### src/rtl/snes_pad_reader.sv
// rtl/snes_pad_reader.sv - NES/SNES pad poller: latch/clock generation, serial capture, registered button state.
// Frame outputs are registered from the next state so they change in the same cycle as the FSM state.
module snes_pad_reader #(
    parameter int HALF_TICKS   = 300,
    parameter int LATCH_TICKS  = 600,
    parameter int PERIOD_TICKS = 833333
) (
    input  logic        CLK,
    input  logic        RST,
    input  logic [1:0]  Mode,
    input  logic        Data,
    output logic        Strobe_Latch,
    output logic        Shift_Clock,
    output logic        Up,
    output logic        Down,
    output logic        Left,
    output logic        Right,
    output logic [15:0] Buttons,
    output logic        Readable
);
    localparam int MAXT = (LATCH_TICKS > HALF_TICKS) ? LATCH_TICKS : HALF_TICKS;
    localparam int TW   = $clog2(MAXT + 1);
    localparam int CW   = $clog2(PERIOD_TICKS + 1);
    localparam logic [TW-1:0] LATCH_LAST  = TW'(LATCH_TICKS - 1);
    localparam logic [TW-1:0] HALF_LAST   = TW'(HALF_TICKS - 1);
    localparam logic [CW-1:0] PERIOD_LOAD = CW'(PERIOD_TICKS - 1);

    typedef enum logic [2:0] {S_IDLE, S_LATCH, S_LOW, S_HIGH, S_DONE} state_t;

    state_t          r_state, w_next;
    logic [1:0]      r_sync;
    logic [1:0]      r_frame_mode;
    logic            r_nes;
    logic [3:0]      r_idx;
    logic [TW-1:0]   r_tick;
    logic [CW-1:0]   r_period;
    logic [15:0]     r_shift;
    logic            r_latch, r_sclk, r_up, r_down, r_left, r_right, r_ready;
    logic [15:0]     r_buttons;

    logic w_mode_ok, w_start, w_abort, w_clear, w_sample, w_advance, w_publish, w_last_bit;

    assign w_mode_ok  = (Mode == 2'b01) || (Mode == 2'b10);
    assign w_last_bit = (r_idx == (r_nes ? 4'd7 : 4'd15));

    always_comb begin
        w_next    = r_state;
        w_start   = 1'b0;
        w_abort   = 1'b0;
        w_clear   = 1'b0;
        w_sample  = 1'b0;
        w_advance = 1'b0;
        w_publish = 1'b0;
        if ((r_state inside {S_LATCH, S_LOW, S_HIGH}) && (Mode != r_frame_mode)) begin
            w_next  = S_IDLE;
            w_abort = 1'b1;
            w_clear = 1'b1;
        end else begin
            case (r_state)
                S_IDLE: begin
                    if (w_mode_ok && (r_period == '0)) begin
                        w_next  = S_LATCH;
                        w_start = 1'b1;
                    end else if (!w_mode_ok) begin
                        w_clear = 1'b1;
                    end
                end
                S_LATCH: if (r_tick == LATCH_LAST) w_next = S_LOW;
                S_LOW: begin
                    if (r_tick == HALF_LAST) begin
                        w_next   = S_HIGH;
                        w_sample = 1'b1;
                    end
                end
                S_HIGH: begin
                    if (r_tick == HALF_LAST) begin
                        if (w_last_bit) begin
                            w_next    = S_DONE;
                            w_publish = 1'b1;
                        end else begin
                            w_next    = S_LOW;
                            w_advance = 1'b1;
                        end
                    end
                end
                S_DONE: begin
                    // A period shorter than the frame restarts straight out of DONE.
                    if (w_mode_ok && (r_period == '0)) begin
                        w_next  = S_LATCH;
                        w_start = 1'b1;
                    end else begin
                        w_next = S_IDLE;
                    end
                end
                default: w_next = S_IDLE;
            endcase
        end
    end

    always_ff @(posedge CLK) begin
        if (RST) begin
            r_state      <= S_IDLE;
            r_sync       <= 2'b11;
            r_frame_mode <= 2'b00;
            r_nes        <= 1'b0;
            r_idx        <= 4'd0;
            r_tick       <= '0;
            r_period     <= '0;
            r_shift      <= 16'h0000;
            r_latch      <= 1'b0;
            r_sclk       <= 1'b1;
            r_ready      <= 1'b0;
            r_up         <= 1'b0;
            r_down       <= 1'b0;
            r_left       <= 1'b0;
            r_right      <= 1'b0;
            r_buttons    <= 16'h0000;
        end else begin
            r_state <= w_next;
            r_sync  <= {r_sync[0], Data};
            r_tick  <= (w_next != r_state) ? '0 : r_tick + 1'b1;

            if (w_start) begin
                r_frame_mode <= Mode;
                r_nes        <= (Mode == 2'b01);
                r_idx        <= 4'd0;
                r_shift      <= 16'h0000;
                r_period     <= PERIOD_LOAD;
            end else if (w_abort) begin
                r_period <= '0;
            end else if (r_period != '0) begin
                r_period <= r_period - 1'b1;
            end

            if (w_sample)  r_shift[r_idx] <= ~r_sync[1];
            if (w_advance) r_idx <= r_idx + 1'b1;

            r_latch <= (w_next == S_LATCH);
            r_sclk  <= (w_next != S_LOW);
            r_ready <= (w_next == S_DONE);

            if (w_clear) begin
                r_buttons <= 16'h0000;
                r_up      <= 1'b0;
                r_down    <= 1'b0;
                r_left    <= 1'b0;
                r_right   <= 1'b0;
            end else if (w_publish) begin
                r_buttons <= r_nes ? {8'h00, r_shift[7:0]} : r_shift;
                r_up      <= r_shift[4];
                r_down    <= r_shift[5];
                r_left    <= r_shift[6];
                r_right   <= r_shift[7];
            end
        end
    end

    assign Strobe_Latch = r_latch;
    assign Shift_Clock  = r_sclk;
    assign Readable     = r_ready;
    assign Buttons      = r_buttons;
    assign Up           = r_up;
    assign Down         = r_down;
    assign Left         = r_left;
    assign Right        = r_right;
endmodule

### config.mk
export PLATFORM = sky130hd
export DESIGN_NAME = snes_pad_reader
export DESIGN_NICKNAME = d
export VERILOG_FILES = /design/src/rtl/snes_pad_reader.sv
export SDC_FILE = /design/constraint.sdc
export NUM_CORES = 1
export LEC_CHECK = 0
export ABC_CLOCK_PERIOD_IN_PS = 3000
export CAP_MARGIN = 20
export CORE_MARGIN = 10
export CORE_UTILIZATION = 55
export DETAILED_ROUTE_END_ITERATION = 8
export PLACE_DENSITY = 0.76
export SETUP_SLACK_MARGIN = 0.1
export SKIP_CTS_REPAIR_TIMING = 1
export SLEW_MARGIN = 5
export SYNTH_ARGS = -nofsm -noshare
export SYNTH_HDL_FRONTEND = slang
export SYNTH_SLANG_ARGS = --single-unit
### constraint.sdc
create_clock -name CLK -period 3 [get_ports CLK]
set_clock_uncertainty 0.05 [all_clocks]
set_input_delay 0.3 -clock CLK [delete_from_list [all_inputs] [get_ports CLK]]
set_output_delay 0.3 -clock CLK [all_outputs]
set_load 0.02 [all_outputs]
Word-level counts from Yosys, hierarchy flattened
Cells that the tools add are included.
Storage, ports and cells
  register bits after elaboration: 81
  bits in latches: 0
  memory bits (writable): 0
  ROM bits: 0
  input bits: 5
  output and inout port bits: 23
  logic and storage cells: 91
  memories: 0
Cells by class
  add/subtract/negate cells: 3
  multipliers: 0
  div/mod/pow operators: 0
  order comparisons: 2
  equality and inequality tests: 14
  shift operators: 0
  multiplexer cells: 40
  bitwise gates (word level): 1
  reductions and logical operators: 14
Operator list (count)
  two-way mux 16 bit: 4
  two-way mux 20 bit: 3
  two-way mux 1 bit: 21
  logical NOT 20 bit: 1
  nonzero test 20 bit: 1
  subtractor 20 x 1 -> 20 bit, second input constant: 1
  two-way mux 3 bit: 6
  bitwise mux 16 bit: 1
  case mux 3 bit (5 select lines): 1
  two-way mux 4 bit: 3
  adder 10 x 1 -> 10 bit, second input constant: 1
  equality test 10 bit, second input constant: 1
  equality test 10 x 9 -> 1 bit, second input constant: 1
  equality test 3 x 1 -> 1 bit, second input constant: 2
  equality test 3 x 2 -> 1 bit, second input constant: 2
  equality test 3 bit, second input constant: 2
  nonzero test 3 bit: 2
  OR reduction 2 bit: 3
  less-than comparator 4 x 5 -> 1 bit, second input constant: 1
  adder 4 x 1 -> 4 bit, second input constant: 1
  demux 1 bit (select 4 bit): 1
  equality test 4 bit: 1
  >= comparator 4 x 1 -> 1 bit, second input constant: 1
  logical AND 1 bit: 3
  other kinds (10): 10

Logic depth before layout (Yosys ltp)
  depth in word-level cells: 10
  gate-level depth with buffers: 8
  mapped depth without buffers: 7

Worst setup path before layout
Ideal clock, no wire load.
  path kind: register to register
  start: reg r_tick[0]
  end: reg r_sclk (netlist: Shift_Clock)
  library setup time: 144 ps
  arrival: 2033 ps
  required time: 2806 ps
  path slack: 773 ps
  stages on the path, launching flop included: 7
  buffers on the path: 0
  clock period less this slack: 2227 ps
  path through: dfxtp_1 > ha_1 > or2b_2 > or3_4 > xnor2_1 > a211oi_1 > nand4_1
On the way
  longest elaborated chain between the ends: 5
  elaborated cells between the ends (all ways): 8
  classes of those cells: eq/ne: 3; mux: 5
RTL lines
  from (decl): line 35  | logic [TW-1:0] r_tick;
  from (signal assigned): line 121  | r_tick <= (w_next != r_state) ? '0 : r_tick + 1'b1;
  equality test 10 x 9 -> 1 bit or equality test 10 bit (tied branches): line 70, 76, 68
  two-way mux 3 bit (on tied branches): line 76, 68, 70
  case mux 3 bit (5 select lines) (*): line 59  | case (r_state)
  two-way mux 3 bit (*): line 54  | if ((r_state inside {S_LATCH, S_LOW, S_HIGH}) && (Mode != r_frame_mode)) begin
  inequality test 3 x 2 -> 1 bit (*): line 139  | r_sclk <= (w_next != S_LOW);
  to (signal assigned): line 139
  to (decl): line 38  | logic r_latch, r_sclk, r_up, r_down, r_left, r_right, r_ready;
Mark *: on every way between the ends. The rest lies on a longest branch, timed or not.
A chain may end at the register's enable or synchronous reset.

Worst setup path in the final report
  start: reg r_tick[0]
  end: reg r_buttons[10] (netlist: Buttons[10])
On the way
  longest elaborated chain between the ends: 4
RTL lines
  equality test 10 x 9 -> 1 bit: line 76  | if (r_tick == HALF_LAST) begin
  two-way mux 1 bit: line 76
  two-way mux 1 bit: line 59
  two-way mux 1 bit: line 54
  to (signal assigned): line 149  | r_buttons <= r_nes ? {8'h00, r_shift[7:0]} : r_shift;
  to (decl): line 39  | logic [15:0] r_buttons;
No other way between the ends.

==> results.toml <==
[run_status]
status = "finished clean"

[setup_path]
critPathMaxFanout = 20
crit_path_end_kind = "flop"
rrSetupSlack_ns = 0.41
crit_start = "r_tick[0]"
start_kind = "flop"
worstSetupPathType = "flop to flop"
required_ns = 3.23
reg2reg_depth = 6
r2r-end = "Buttons[10]"
crit_arrival_ns = 2.83
r2r-start = "r_tick[0]"

[routing]
drc = 0
drt_iter0_drc = 157
viasPerCell = 5.80
vias = 3004
ant_nets = 0
wl_per_cell_um = 15.2
firstDrtPassIters = 5
wl_um = 7870

[synth]
synth_area_leader_cell = "dfxtp_1"
synthesis.area_um2 = 3740
netlist.area_leader.share_pct = 41.2
seq_area_frac_synth_pct = 41.2
netlist_instances = 418
synth_flop_cell = "dfxtp_1"
synth.avg_cell_area_um2 = 8.94
synthTopCellsByArea = "dfxtp_1 41%, a21oi_1 4.4%, o211ai_1 4.4%"
synth-async-reset-ratio_pct = 0
ys_seq_elements = 77
ys.warnings.count = 0
synth_edf_count = 0
yosys.cell_types.count = 52
synth_nets = 431

[layout]
fill_cells = 541
n_antenna_cell = 0
nets = 450
area_growth_pct = 13.8
final_area_um2 = 4250
final_layout_size_suffix_gt1_share_pct = 11.3
seqCellArea_um2 = 1540
multi_input_area_um2 = 2060

[clock_network]
cts_buffers = 9
path_clk_slew_ns = 0.08
clockRootBuffer = "clkbuf_8"
htree_levels = 3
cts_tree = "done"
cts.sinks = 77
cts_max_path_buffers = 2
clk_latency_ns = 0.36

[sta]
slew_violations = 0
hold_viol_final = 0
worstMarginPinSlew_ns = 0.656
finalSetupViolations = 0
grt_setup_unrepaired = "no"
slew_headroom_pct = 56.0
max_freq_mhz = 386
setup_slack_ns = 0.408
setup_tns_ns = 0
period_share_pct = 86.4
post-route-min-period_ns = 2.59

[global_routing]
grt_start_max_net_pins = 29
grt_antenna_before_repair = 0
overflow = 0
grt_pass1_vias = 2715
grt_pass1_wl_um = 13000
grt_use_total_pct = 15.3

[placed_design]
gp_congestion = 0.861
dp_slack_ns = 0.185
dpl.hpwl_um = 5590
placed_area_um2 = 4040
port_buffers = 27

[worst_hold_path]
whs_path_depth = 1
holdCritPathClass = "flop to flop"
hp-start = "r_sync[0]"
hold_end = "r_sync[1]"

[floorplan]
start_util_pct = 57.9
die_w_um = 102
dieArea_um2 = 10500
fp-row-count = 29
die_y_um = 102
coreArea_um2 = 6460
ios = 28

[power_and_ir_drop]
irDropWorstVdd_v = 0.000359
p_per_area_nw_per_um2 = 785
power.total_w = 0.00334
leakage_nw = 1.50

[flow_run]
drv_cap = 0
[cells in the final DEF, fill, tap and decap left out, types with 2 or more instances in the layout]
master           count
nand4_1              5
or3b_2               2
dfxtp_1             77
xnor2_1             12
inv_1                7
nor4_4               3
clkdlybuf4s50_1     27
o21ai_0             14
nor4_1               7
or3_1               24
nor3_1              14
ha_1                 8
nand3b_1             3
clkbuf_8            10
nand2b_1             4
bufinv_16            2
o211ai_1            22
mux2i_1              8
nor2b_1              4
xor2_1              18
or2_2                8
nand3_2              5
or3b_1               6
a211oi_1             5
nor3b_1              2
nor2_1              34
and3_1               3
or4_1                3
nand3_1             13
buf_4                6
nand2_1             29
a21oi_1             33
[sequential cells by signal, summed over array words and instances (netlist names)]
signal        count
Strobe_Latch      1
r_shift          16
r_idx             4
r_tick           10
r_sync            2
Readable          1
r_frame_mode      2
Buttons          16
Shift_Clock       1
r_state           3
r_period         20
r_nes             1
[final cells by class]
class                   instances  area share, %
multi-input cells             309           48.4
clock buffers                  11           3.33
well taps                      77           2.27
repair buffers                 33           7.42
clock inverters                 4           1.71
inverters                       7          0.618
flip-flops and latches         77           36.3
[routing by layer]
layer / routed length (µm) / track usage (%) / part of all wire, %
met5: 0 / 0 / 0
met4: 100 / 5.31 / 1.3
met2: 3540 / 23.4 / 45
met3: 372 / 3.98 / 4.7
met1: 3860 / 20.5 / 49
[worst max path at each step]
stage,to
floorplan,Shift_Clock
CTS,Buttons[9]
finish,Buttons[10]
global route,r_tick[4]
global placement,r_tick[2]
detailed placement,r_tick[4]
[report_power, final]
group / internal (W) / leakage [nW] / switching, W
Clock: 0.000485 / 0.105 / 0.000370
Combinational: 0.000486 / 0.768 / 0.000664
Sequential: 0.00116 / 0.624 / 0.000172
Total: 0.00213 / 1.50 / 0.00121
[cell families after synthesis]
group / share of synthesized area, %
AND/OR/NAND/NOR: 29.1
AO/OA/AOI/OAI: 14.2
flip-flops: 41.2
buffers and inverters: 3.68
XOR/XNOR: 7.03
multiplexers: 2.14
adder cells (fa/ha/maj): 2.68
[cells in the mapped netlist (5+ instances only)]
master    number
nand4_1        5
dfxtp_1       77
or3_1         24
mux2i_1        8
or2_2          8
xnor2_1       12
nand2_1       29
or3b_1         6
a21oi_1       33
xor2_1        18
nor3_1        14
clkbuf_1      18
ha_1           8
nor4_1         7
inv_1          7
o21ai_0       14
nand3_2        5
nor2_1        34
a211oi_1       5
nand3_1       13
o211ai_1      22
[metrics by stage]
step	hold WS, ns	cells	util (%)
global route	0.364	518	65.8
finish	0.358	518	65.8
floorplan	0.339	418	-
CTS	0.365	518	65.8
detailed placement	0.349	503	62.5
global placement	0.343	503	62.5
[critical path, cell delays in order, from the launching register on]
cell and delay, ns:
dfxtp_1 0.44, ha_1 0.29, or2b_2 0.39, nor3_4 0.28, nand3_2 0.36, or3b_2 0.57
a21oi_1 0.14
(Power assumes the default switching activity.)
